**src/rtl/gat_pkg.sv**
```systemverilog
// Shared constants and types for the GAT host-side feature reader.
package gat_pkg;

    localparam int FEAT_WIDTH_DEFAULT = 32;
    localparam int FEAT_DEPTH_DEFAULT = 43328;
    localparam int BYTE_ADDR_SHIFT    = 2;

    typedef enum logic [1:0] {
        IDLE,
        READ,
        DRAIN,
        DONE
    } rd_state_t;

endpackage

```
**src/rtl/feat_rd_fifo.sv**
```systemverilog
// Synchronous FIFO carrying {last, data}; read data is forced to zero when empty.
module feat_rd_fifo #(
    parameter int WIDTH = 33,
    parameter int DEPTH = 4
) (
    input  logic                     clk,
    input  logic                     rst_n,
    input  logic                     push,
    input  logic [WIDTH-1:0]         push_data,
    input  logic                     pop,
    output logic [WIDTH-1:0]         pop_data,
    output logic [$clog2(DEPTH):0]   count,
    output logic                     full,
    output logic                     empty
);

    localparam int PTR_W = $clog2(DEPTH);

    logic [WIDTH-1:0] mem [DEPTH];
    logic [PTR_W-1:0] wr_ptr;
    logic [PTR_W-1:0] rd_ptr;
    logic             do_pop;

    assign empty    = (count == '0);
    assign full     = (count == ($clog2(DEPTH)+1)'(DEPTH));
    assign do_pop   = pop & ~empty;
    assign pop_data = empty ? '0 : mem[rd_ptr];

    always_ff @(posedge clk) begin
        if (push) begin
            mem[wr_ptr] <= push_data;
        end
    end

    always_ff @(posedge clk or negedge rst_n) begin
        if (!rst_n) begin
            wr_ptr <= '0;
            rd_ptr <= '0;
            count  <= '0;
        end else begin
            if (push) begin
                wr_ptr <= wr_ptr + 1'b1;
            end
            if (do_pop) begin
                rd_ptr <= rd_ptr + 1'b1;
            end
            case ({push, do_pop})
                2'b10:   count <= count + 1'b1;
                2'b01:   count <= count - 1'b1;
                default: count <= count;
            endcase
        end
    end

endmodule

```
**src/rtl/gat_feat_reader.sv**
```systemverilog
// Sweeps the feature BRAM after gat_ready rises and streams every word out with tlast.
// Optional running checksum of streamed words when FEAT_RD_CHECKSUM_EN is defined.
module gat_feat_reader
    import gat_pkg::*;
#(
    parameter int NEW_FEATURE_WIDTH  = FEAT_WIDTH_DEFAULT,
    parameter int NEW_FEATURE_DEPTH  = FEAT_DEPTH_DEFAULT,
    parameter int NEW_FEATURE_ADDR_W = $clog2(NEW_FEATURE_DEPTH),
    parameter int BRAM_RD_LATENCY    = 2,
    parameter int FIFO_DEPTH         = 4
) (
    input  logic                          clk,
    input  logic                          rst_n,
    input  logic                          gat_ready,
    output logic [NEW_FEATURE_ADDR_W+1:0] feat_bram_addrb,
    input  logic [NEW_FEATURE_WIDTH-1:0]  feat_bram_dout,
    output logic [NEW_FEATURE_WIDTH-1:0]  m_tdata,
    output logic                          m_tvalid,
    input  logic                          m_tready,
    output logic                          m_tlast,
    output logic                          rd_busy,
    output logic                          rd_done,
    output logic [31:0]                   rd_checksum
);

    localparam int CNT_W = $clog2(FIFO_DEPTH + BRAM_RD_LATENCY + 1) + 1;
    localparam logic [NEW_FEATURE_ADDR_W-1:0] LAST_IDX = NEW_FEATURE_ADDR_W'(NEW_FEATURE_DEPTH - 1);

    rd_state_t                     state, state_next;
    logic                          gat_ready_q;
    logic                          start_sweep;
    logic                          issue;
    logic                          credit_ok;
    logic                          pop;
    logic                          push;
    logic [NEW_FEATURE_ADDR_W-1:0] rd_idx;
    logic [NEW_FEATURE_ADDR_W+1:0] cur_addr;
    logic [NEW_FEATURE_ADDR_W+1:0] addr_q;
    logic [BRAM_RD_LATENCY-1:0]    lat_vld;
    logic [BRAM_RD_LATENCY-1:0]    lat_last;
    logic [CNT_W-1:0]              occupancy;
    logic [$clog2(FIFO_DEPTH):0]   fifo_count;
    logic                          fifo_full;
    logic                          fifo_empty;

    assign start_sweep = (state == IDLE) & gat_ready & ~gat_ready_q;
    assign m_tvalid    = ~fifo_empty;
    assign pop         = m_tvalid & m_tready;
    assign push        = lat_vld[BRAM_RD_LATENCY-1];

    // Every issued read and every buffered word holds a FIFO slot until popped.
    assign occupancy = CNT_W'($countones(lat_vld)) + CNT_W'(fifo_count) - CNT_W'(pop);
    assign credit_ok = occupancy < CNT_W'(FIFO_DEPTH);

    assign cur_addr        = (NEW_FEATURE_ADDR_W+2)'(rd_idx) << BYTE_ADDR_SHIFT;
    assign feat_bram_addrb = issue ? cur_addr : addr_q;
    assign rd_busy         = (state == READ) | (state == DRAIN);
    assign rd_done         = (state == DONE);

    always_comb begin
        state_next = state;
        issue      = 1'b0;
        case (state)
            IDLE:  if (start_sweep) state_next = READ;
            READ: begin
                issue = credit_ok;
                if (credit_ok && rd_idx == LAST_IDX) state_next = DRAIN;
            end
            DRAIN: if (pop && m_tlast) state_next = DONE;
            DONE:  state_next = IDLE;
            default: state_next = IDLE;
        endcase
    end

    always_ff @(posedge clk or negedge rst_n) begin
        if (!rst_n) begin
            state       <= IDLE;
            gat_ready_q <= 1'b0;
            rd_idx      <= '0;
            addr_q      <= '0;
            lat_vld     <= '0;
            lat_last    <= '0;
        end else begin
            state       <= state_next;
            gat_ready_q <= gat_ready;
            if (start_sweep) begin
                rd_idx <= '0;
            end else if (issue && rd_idx != LAST_IDX) begin
                rd_idx <= rd_idx + 1'b1;
            end
            if (issue) begin
                addr_q <= cur_addr;
            end
            lat_vld[0]  <= issue;
            lat_last[0] <= issue & (rd_idx == LAST_IDX);
            for (int i = 1; i < BRAM_RD_LATENCY; i++) begin
                lat_vld[i]  <= lat_vld[i-1];
                lat_last[i] <= lat_last[i-1];
            end
        end
    end

    feat_rd_fifo #(
        .WIDTH (NEW_FEATURE_WIDTH + 1),
        .DEPTH (FIFO_DEPTH)
    ) u_fifo (
        .clk       (clk),
        .rst_n     (rst_n),
        .push      (push),
        .push_data ({lat_last[BRAM_RD_LATENCY-1], feat_bram_dout}),
        .pop       (pop),
        .pop_data  ({m_tlast, m_tdata}),
        .count     (fifo_count),
        .full      (fifo_full),
        .empty     (fifo_empty)
    );

    a_no_overflow: assert property (@(posedge clk) disable iff (!rst_n) !(push && fifo_full && !pop));

`ifdef FEAT_RD_CHECKSUM_EN
    logic [31:0] csum_q;

    always_ff @(posedge clk or negedge rst_n) begin
        if (!rst_n) begin
            csum_q <= '0;
        end else if (start_sweep) begin
            csum_q <= '0;
        end else if (pop) begin
            csum_q <= csum_q + 32'(m_tdata);
        end
    end

    assign rd_checksum = csum_q;
`else
    assign rd_checksum = '0;
`endif

endmodule

```
**config.mk**
```make
export PLATFORM = sky130hd
export DESIGN_NAME = gat_feat_reader
export DESIGN_NICKNAME = d
export VERILOG_FILES = /design/src/rtl/gat_pkg.sv /design/src/rtl/feat_rd_fifo.sv /design/src/rtl/gat_feat_reader.sv
export SDC_FILE = /design/constraint.sdc
export NUM_CORES = 1
export LEC_CHECK = 0
export CORE_MARGIN = 1.5
export CORE_UTILIZATION = 50
export DETAILED_ROUTE_END_ITERATION = 6
export PLACE_DENSITY = 0.82
export SYNTH_ARGS = -nofsm -noshare
export SYNTH_HDL_FRONTEND = slang
export SYNTH_SLANG_ARGS = --single-unit
```
**constraint.sdc**
```tcl
create_clock -name clk -period 6.8 [get_ports clk]
set_clock_uncertainty 0.2 [all_clocks]
set_input_delay 1.36 -clock clk [delete_from_list [all_inputs] [get_ports clk]]
set_output_delay 1.36 -clock clk [all_outputs]
set_load 0.005 [all_outputs]
```
==> results.cfg, run 1 <==
[outcome]
status = finished with violations
violations = design-rule violations

[cts]
clock_latency_ns = 0.42
clk_pin_slew_ns = 0.06
clock_path_buffers = 2
numCtsBuffers = 17
htreeDepth = 4
ctsHoldBuffers = 0
cts_sinks = 180
cts_tree = done
root_buffer = clkbuf_16
ctsResizeCount = 0
post_cts.repair.setup_buffers = 0

[yosys]
ys.flop_type = edfxtp_1
async_flop_share = 0.2667
synthTopCellsByArea = edfxtp_1 (53%), dfrtp_1 (16%), mux4_2 (9.9%)
syn_area_um2 = 7540
syn_inst = 449
yosysUniqueCellTypes = 42
synth-edff-count = 132
synth_top_area_cell = edfxtp_1
syn_area_per_cell_um2 = 16.79
ys_seq_area_frac = 0.6850
synth_top_area_share = 0.5257
synth_warnings = 0
synth-seq-cells = 180

[floorplan]
start_util = 0.5149
row_count = 44
core_um2 = 14640
die_w_um = 125.8
die_area_um2 = 15830
die_h_um = 125.8
io_pins = 122

[timing]
finalSetupTns_ns = 0
max-slew-margin-rel = 0.3027
finalSetupViolCount = 0
hold_ws_ns = 0.1846
hold_viol = 0
drv_slew = 0
fmax_mhz = 162.7
tightest_slew_ns = 1.046
min_period_over_period = 0.9041
finalCriticalPeriod_ns = 6.148
setup_slack_ns = 0.6522
rsz0062_at_grt = false

[cells_and_area]
postLayoutCellArea_um2 = 9014
mostFrequentLayoutCell = edfxtp_1
drive_gt1_frac = 0.1640
final_nets = 592
fillCellCount = 1056
n_antenna_cell = 0
area_delta_synth_final_pct = 19.55
mostFrequentLayoutCells = edfxtp_1 (132), clkdlybuf4s50_1 (88), dfrtp_1 (47)

[power]
swShare = 0.2852
switching_power_uw = 974.0
power.total_uw = 3416
power_density_nw_per_um2 = 378.9
p_clk_frac = 0.254
power.leakage_uw = 0.003315
comb_power_share = 0.345
irDropWorstVdd_mv = 0.2641
power.sequential.fraction = 0.401
p_int_uw = 2442

[detailed_routing]
route.antenna.remaining_nets = 0
wl_um = 13490
drc_errors = 8
dr.first_iter.drc_count = 222
dr_total_vias = 4003
first_pass_iters = 7
wl_per_cell_um = 18.26
routed_via_density = 5.417

[placed_design]
place_ws_ns = 0.6582
hpwl_um = 8447
gp_congestion = 0.8330
placed_area_um2 = 8494
io_buffers = 89

[worst_setup_path]
crit_type = in -> out
critical_path_required_ns = 5.24
cp.arrival_ns = 4.59
cp-end-kind = primary output
crit_fanout = 14
cp-start-kind = input pin

[min_path]
hp-class = reg -> reg

[grt]
grt_pass1_vias = 4180
grt_usage = 0.1791
grt_pass1_wl_um = 21480
grt_max_degree = 49
antenna_found_initial = 0
overflow = 0

[job]
maxCapViolCount = 0
-- worst paths after layout --
kind                                             startpoint                           end  slack (ns)  depth (start not counted)
min in group asynchronous                             rst_n           addr_q[2]$_DFF_PN0_        0.92                          1
max in group asynchronous                             rst_n  u_fifo.rd_ptr[0]$_DFFE_PN0P_        4.76                          1
worst max-delay path                               m_tready            feat_bram_addrb[6]        0.65                         11
worst max register to register  u_fifo.count[0]$_DFFE_PN0P_         rd_idx[5]$_DFFE_PN0P_        2.84                         10
worst min-delay path                   lat_vld[0]$_DFF_PN0_          lat_vld[1]$_DFF_PN0_        0.18                          0
worst min register to register         lat_vld[0]$_DFF_PN0_          lat_vld[1]$_DFF_PN0_        0.18                          0
-- cells by family after synthesis --
| family | count (synthesis) | synth area share |
|---|---|---|
| compound gates | 29 | 0.02821 |
| xor+xnor | 14 | 0.01626 |
| fa+ha+maj | 14 | 0.02423 |
| buf+inv | 66 | 0.05012 |
| flops | 180 | 0.6850 |
| mux | 51 | 0.1251 |
| other cells | 1 | 0.0004974 |
| simple gates | 94 | 0.07053 |
-- metrics by stage --
step / cells / utilization
after floorplan: 480 / -
after global placement: 707 / 0.5801
after detailed placement: 707 / 0.5801
after CTS: 739 / 0.6155
after global routing: 739 / 0.6155
final: 739 / 0.6155
-- Yosys cell counts (3+ instances only) --
master / number
edfxtp_1: 132
dfrtp_1: 48
and2_1: 40
mux4_2: 33
buf_4: 32
inv_1: 15
mux2_2: 15
nor2_1: 15
clkbuf_1: 13
ha_1: 13
nand2_1: 11
xor2_1: 11
o21ai_0: 7
a21oi_1: 5
nand3_1: 5
o211ai_1: 5
o2111ai_1: 4
or3_1: 4
or4_1: 4
buf_1: 3
nand2b_1: 3
xnor2_1: 3
-- sequential cells by signal, indices dropped and copies added, names as in the netlist --
| register | count |
|---|---|
| addr_q | 18 |
| gat_ready_q | 1 |
| lat_last | 2 |
| lat_vld | 2 |
| rd_idx | 16 |
| state | 2 |
| u_fifo.count | 3 |
| u_fifo.mem | 132 |
| u_fifo.rd_ptr | 2 |
| u_fifo.wr_ptr | 2 |
-- area by class of cell --
cell class                 count  area [um^2]  area share
clock buffer                  21        440.4     0.04886
timing repair buffer          94        923.4      0.1024
multi-input combinational    234         2118      0.2350
tap                          184        230.2     0.02554
clock inverter                11        78.83    0.008745
inverter                      15        56.30    0.006247
sequential                   180         5166      0.5732
-- worst max-delay path, cell delays in order --
cell,delay (ns)
clkdlybuf4s50_1,0.42
and2_1,0.19
ha_1,0.34
inv_1,0.09
ha_1,0.27
a211oi_1,0.09
nor3_1,0.68
o21ai_1,0.15
buf_4,0.23
o21ai_0,0.22
clkdlybuf4s50_1,0.54
-- power groups by stage --
| stage | clock [uW] | combinational [uW] | sequential [uW] |
|---|---|---|---|
| global placement | 0 | 1170 | 1380 |
| detailed placement | 0 | 1200 | 1390 |
| global route | 931 | 1290 | 1380 |
| floorplan | 0 | 723 | 1370 |
| CTS | 887 | 1200 | 1370 |
| finish | 868 | 1180 | 1370 |
-- per-layer routing --
| layer | track usage | vias to the layer above | part of all wire |
|---|---|---|---|
| met5 | 0 | - | 0 |
| met4 | 0.05612 | 0 | 0.013 |
| met3 | 0.06372 | 19 | 0.061 |
| met2 | 0.2977 | 145 | 0.51 |
| met1 | 0.2222 | 2035 | 0.42 |
| li1 | - | 1804 | - |
No activity file was read; power rests on OpenSTA's default activity.
==> run 2: changes to the inputs <==
- CORE_ASPECT_RATIO: unset -> 1.5
- CORE_MARGIN: 1.5 -> 2
==> results.cfg, run 2 (synthesized netlist as in run 1, its figures left out) <==
[cells_and_area]
mostFrequentLayoutCell = edfxtp_1
largest_register_ffs = 132
final-seq-area_um2 = 5166
fillCellCount = 1073
mostFrequentLayoutCells = edfxtp_1 (132), clkdlybuf4s50_1 (88), dfrtp_1 (47)
final_cells = 753
drive_gt1_frac = 0.1697
final_nets = 591
top_register = u_fifo.mem
n_antenna_cell = 0
postLayoutCellArea_um2 = 9115
multi_input_area_um2 = 2118
area_delta_synth_final_pct = 20.89
top_regs = u_fifo.mem: 132 flops, addr_q: 18 flops, rd_idx: 16 flops

[cts]
clock_latency_ns = 0.42
post_cts.repair.setup_buffers = 0
numCtsBuffers = 17
ctsResizeCount = 0
htreeDepth = 4
clock_path_buffers = 2
clk_pin_slew_ns = 0.07
cts_sinks = 180
cts_tree = done
root_buffer = clkbuf_16
ctsHoldBuffers = 0

[power]
power.total_uw = 3519
irDropWorstVdd_mv = 0.1861
p_clk_frac = 0.272
power_density_nw_per_um2 = 386.0
power.sequential.fraction = 0.398
p_int_uw = 2470
switching_power_uw = 1048
comb_power_share = 0.330
power.leakage_uw = 0.003362
swShare = 0.2979

[outcome]
status = finished clean

[detailed_routing]
route.antenna.remaining_nets = 0
first_pass_iters = 5
wl_um = 13860
drc_errors = 0
dr_total_vias = 4056
dr.first_iter.drc_count = 201
routed_via_density = 5.386
wl_per_cell_um = 18.41

[min_path]
holdPathStages = 0
hold_end = lat_last[1]$_DFF_PN0_
hp-class = reg -> reg
hold_start = lat_last[0]$_DFF_PN0_

[worst_setup_path]
critical_path_required_ns = 5.24
reg2reg_depth = 11
r2r_end = rd_idx[5]$_DFFE_PN0P_
rr_startpoint = u_fifo.count[0]$_DFFE_PN0P_
crit_type = in -> out
crit_fanout = 16
cp-end-kind = primary output
cp-start-kind = input pin
rrSetupSlack_ns = 2.58
cp.arrival_ns = 4.79

[timing]
hold_viol = 0
fmax_mhz = 157.5
tightest_slew_ns = 1.039
finalSetupViolCount = 0
rsz0062_at_grt = false
hold_ws_ns = 0.1660
finalSetupTns_ns = 0
drv_slew = 0
min_period_over_period = 0.9339
finalCriticalPeriod_ns = 6.350
max-slew-margin-rel = 0.3077

[grt]
grt_pass1_wl_um = 21720
antenna_found_initial = 0
grt_usage = 0.1778
grt_max_degree = 49
overflow = 0
grt_pass1_vias = 4269

[floorplan]
row_count = 55
die_h_um = 154.4
die_area_um2 = 16100
die_w_um = 104.3
core_um2 = 14930
start_util = 0.5049
io_pins = 122

[placed_design]
gp_congestion = 0.8160
placed_cells = 721
hpwl_um = 8751
placed_area_um2 = 8506
io_buffers = 89

[job]
maxCapViolCount = 0
## run 2: cell count changes in the layout (fill, tap and decap cells not counted), sizes merged
cell      previous run  this run
buf                  6         5
clkbuf              21        17
clkinv               4         9
clkinvlp             4         0
inv                 18        21
## run 2: worst max-delay path by stage
stage | start | to | slack [ns]
after floorplan | m_tready | feat_bram_addrb[10] | 1.49
final | m_tready | feat_bram_addrb[6] | 0.45
after CTS | m_tready | feat_bram_addrb[5] | 0.44
after global placement | m_tready | feat_bram_addrb[4] | 0.59
after detailed placement | m_tready | feat_bram_addrb[5] | 0.45
after global routing | m_tready | feat_bram_addrb[5] | 0.13
## run 2: area by class of cell
type / instances / share of cell area
timing repair buffer: 93 / 0.1005
inverter: 15 / 0.006177
multi-input combinational: 234 / 0.2324
clock buffer: 17 / 0.04667
sequential: 180 / 0.5668
tap: 199 / 0.02732
clock inverter: 15 / 0.02018
## run 2: worst max-delay path: stages
cell and delay (ns):
clkdlybuf4s50_1 0.39, and2_1 0.18, ha_1 0.35, inv_1 0.08, ha_1 0.27, a211oi_1 0.09, nor3_1 0.66, o21ai_1 0.30
buf_4 0.28, o21ai_0 0.25, clkdlybuf4s50_1 0.56
## run 2: stage by stage
step,worst slack (ns),util
detailed placement,0.4516,0.5696
global placement,0.5908,0.5696
CTS,0.4384,0.6104
global route,0.1324,0.6104
floorplan,1.494,-
finish,0.4496,0.6104
## run 2: power groups by stage
stage	logic (uW)	registers (uW)	clock network [uW]
5_1_grt	1260	1420	1020
4_1_cts	1180	1400	980
3_3_place_gp	1130	1410	0
6_report	1160	1400	959
2_1_floorplan	723	1370	0
3_5_place_dp	1170	1420	0
## run 2: per-layer routing
metal	vias up	GRT usage	wire, um
met2	156	0.3240	7757
met4	0	0.06950	248
met3	23	0.05015	804
met1	2065	0.1950	5049
li1	1812	-	-
met5	-	0	0
==> run 3: changes to the inputs <==
- CORE_MARGIN: 2 -> 1.5
==> results.cfg, run 3 (synthesized netlist as in run 1, its figures left out) <==
[detailed_routing]
wl_um = 13820
routed_via_density = 5.361
route.antenna.remaining_nets = 0
wl_per_cell_um = 18.48
first_pass_iters = 4
dr_total_vias = 4010
dr.first_iter.drc_count = 156
drc_errors = 0

[cts]
cts_sinks = 180
ctsHoldBuffers = 0
clock_latency_ns = 0.42
post_cts.repair.setup_buffers = 0
cts_tree = done
root_buffer = clkbuf_16
numCtsBuffers = 17
htreeDepth = 4
clock_path_buffers = 2
clk_pin_slew_ns = 0.07
ctsResizeCount = 0

[worst_setup_path]
cp-start-kind = input pin
rrSetupSlack_ns = 2.56
cp.arrival_ns = 4.76
cp-end-kind = primary output
crit_type = in -> out
reg2reg_depth = 11
critical_path_required_ns = 5.24
crit_fanout = 16
r2r_end = rd_idx[5]$_DFFE_PN0P_
rr_startpoint = u_fifo.count[0]$_DFFE_PN0P_

[cells_and_area]
area_delta_synth_final_pct = 20.23
largest_register_ffs = 132
top_register = u_fifo.mem
n_antenna_cell = 0
top_regs = u_fifo.mem: 132 flops, addr_q: 18 flops, rd_idx: 16 flops
drive_gt1_frac = 0.1703
mostFrequentLayoutCell = edfxtp_1
final_nets = 590
mostFrequentLayoutCells = edfxtp_1 (132), clkdlybuf4s50_1 (88), dfrtp_1 (46)

[timing]
setup_slack_ns = 0.4773
max-slew-margin-rel = 0.3172
drv_slew = 0
tightest_slew_ns = 1.024
hold_viol = 0
rsz0062_at_grt = false
finalSetupViolCount = 0
finalCriticalPeriod_ns = 6.323
min_period_over_period = 0.9298
finalSetupTns_ns = 0
fmax_mhz = 158.2
hold_ws_ns = 0.1556

[placed_design]
place_ws_ns = 0.4869
hpwl_um = 8769
io_buffers = 89
gp_congestion = 0.8349

[floorplan]
row_count = 54
start_util = 0.5143
die_h_um = 153.4
die_area_um2 = 15840
io_pins = 122
core_um2 = 14660
die_w_um = 103.3

[grt]
overflow = 0
grt_max_degree = 49
grt_usage = 0.1853
antenna_found_initial = 0
grt_pass1_vias = 4255
grt_pass1_wl_um = 21560

[outcome]
status = finished clean

[power]
power.total_uw = 3486
irDropWorstVdd_mv = 0.2909
power.leakage_uw = 0.003332
power_density_nw_per_um2 = 384.6

[min_path]
hold_end = lat_last[1]$_DFF_PN0_
hp-class = reg -> reg
holdPathStages = 0
hold_start = lat_last[0]$_DFF_PN0_

[job]
maxCapViolCount = 0
==> run 3: cell type report <==
class | count | area (um^2)
timing repair buffer | 92 | 908.4
fill | 1084 | 5597
clock inverter | 14 | 143.9
inverter | 15 | 56.30
clock buffer | 17 | 425.4
tap | 196 | 245.2
multi-input combinational | 234 | 2118
sequential | 180 | 5167
==> run 3: metrics by stage <==
step	instance area (um^2)	instances	util
after floorplan	7656	480	-
after global placement	8496	717	0.5795
after detailed placement	8496	717	0.5795
after CTS	9065	748	0.6183
after global routing	9065	748	0.6183
final	9065	748	0.6183
==> run 3: metal layers <==
metal | part of all wire | global-route usage | vias up
li1 | - | - | 1796
met1 | 0.38 | 0.2003 | 2063
met2 | 0.55 | 0.3371 | 124
met3 | 0.050 | 0.04664 | 27
met4 | 0.020 | 0.07400 | 0
met5 | 0 | 0 | -
==> run 3: how the worst max path moves through the flow <==
stage | end | start | cells after the start | slack (ns)
after floorplan | feat_bram_addrb[10] | m_tready | 11 | 1.49
after global placement | feat_bram_addrb[11] | m_tready | 11 | 0.57
after detailed placement | feat_bram_addrb[7] | m_tready | 11 | 0.49
after CTS | feat_bram_addrb[7] | m_tready | 11 | 0.46
after global routing | feat_bram_addrb[7] | m_tready | 11 | 0.24
final | feat_bram_addrb[7] | m_tready | 11 | 0.48
==> run 3: worst max-delay path, stage by stage <==
cell             delay [ns]
clkdlybuf4s50_1        0.45
and2_1                 0.20
ha_1                   0.29
inv_1                  0.11
ha_1                   0.23
a211oi_1               0.33
nor3_1                 0.23
o21ai_1                0.41
buf_4                  0.31
mux2_2                 0.37
clkdlybuf4s50_1        0.46
==> run 3: power by group <==
part,total [uW],leakage (uW),internal (uW),switching (uW)
Clock,923,0.000270,485,438
Sequential,1430,0.00183,1310,121
Combinational,1130,0.00123,663,470
Total,3490,0.00333,2460,1030
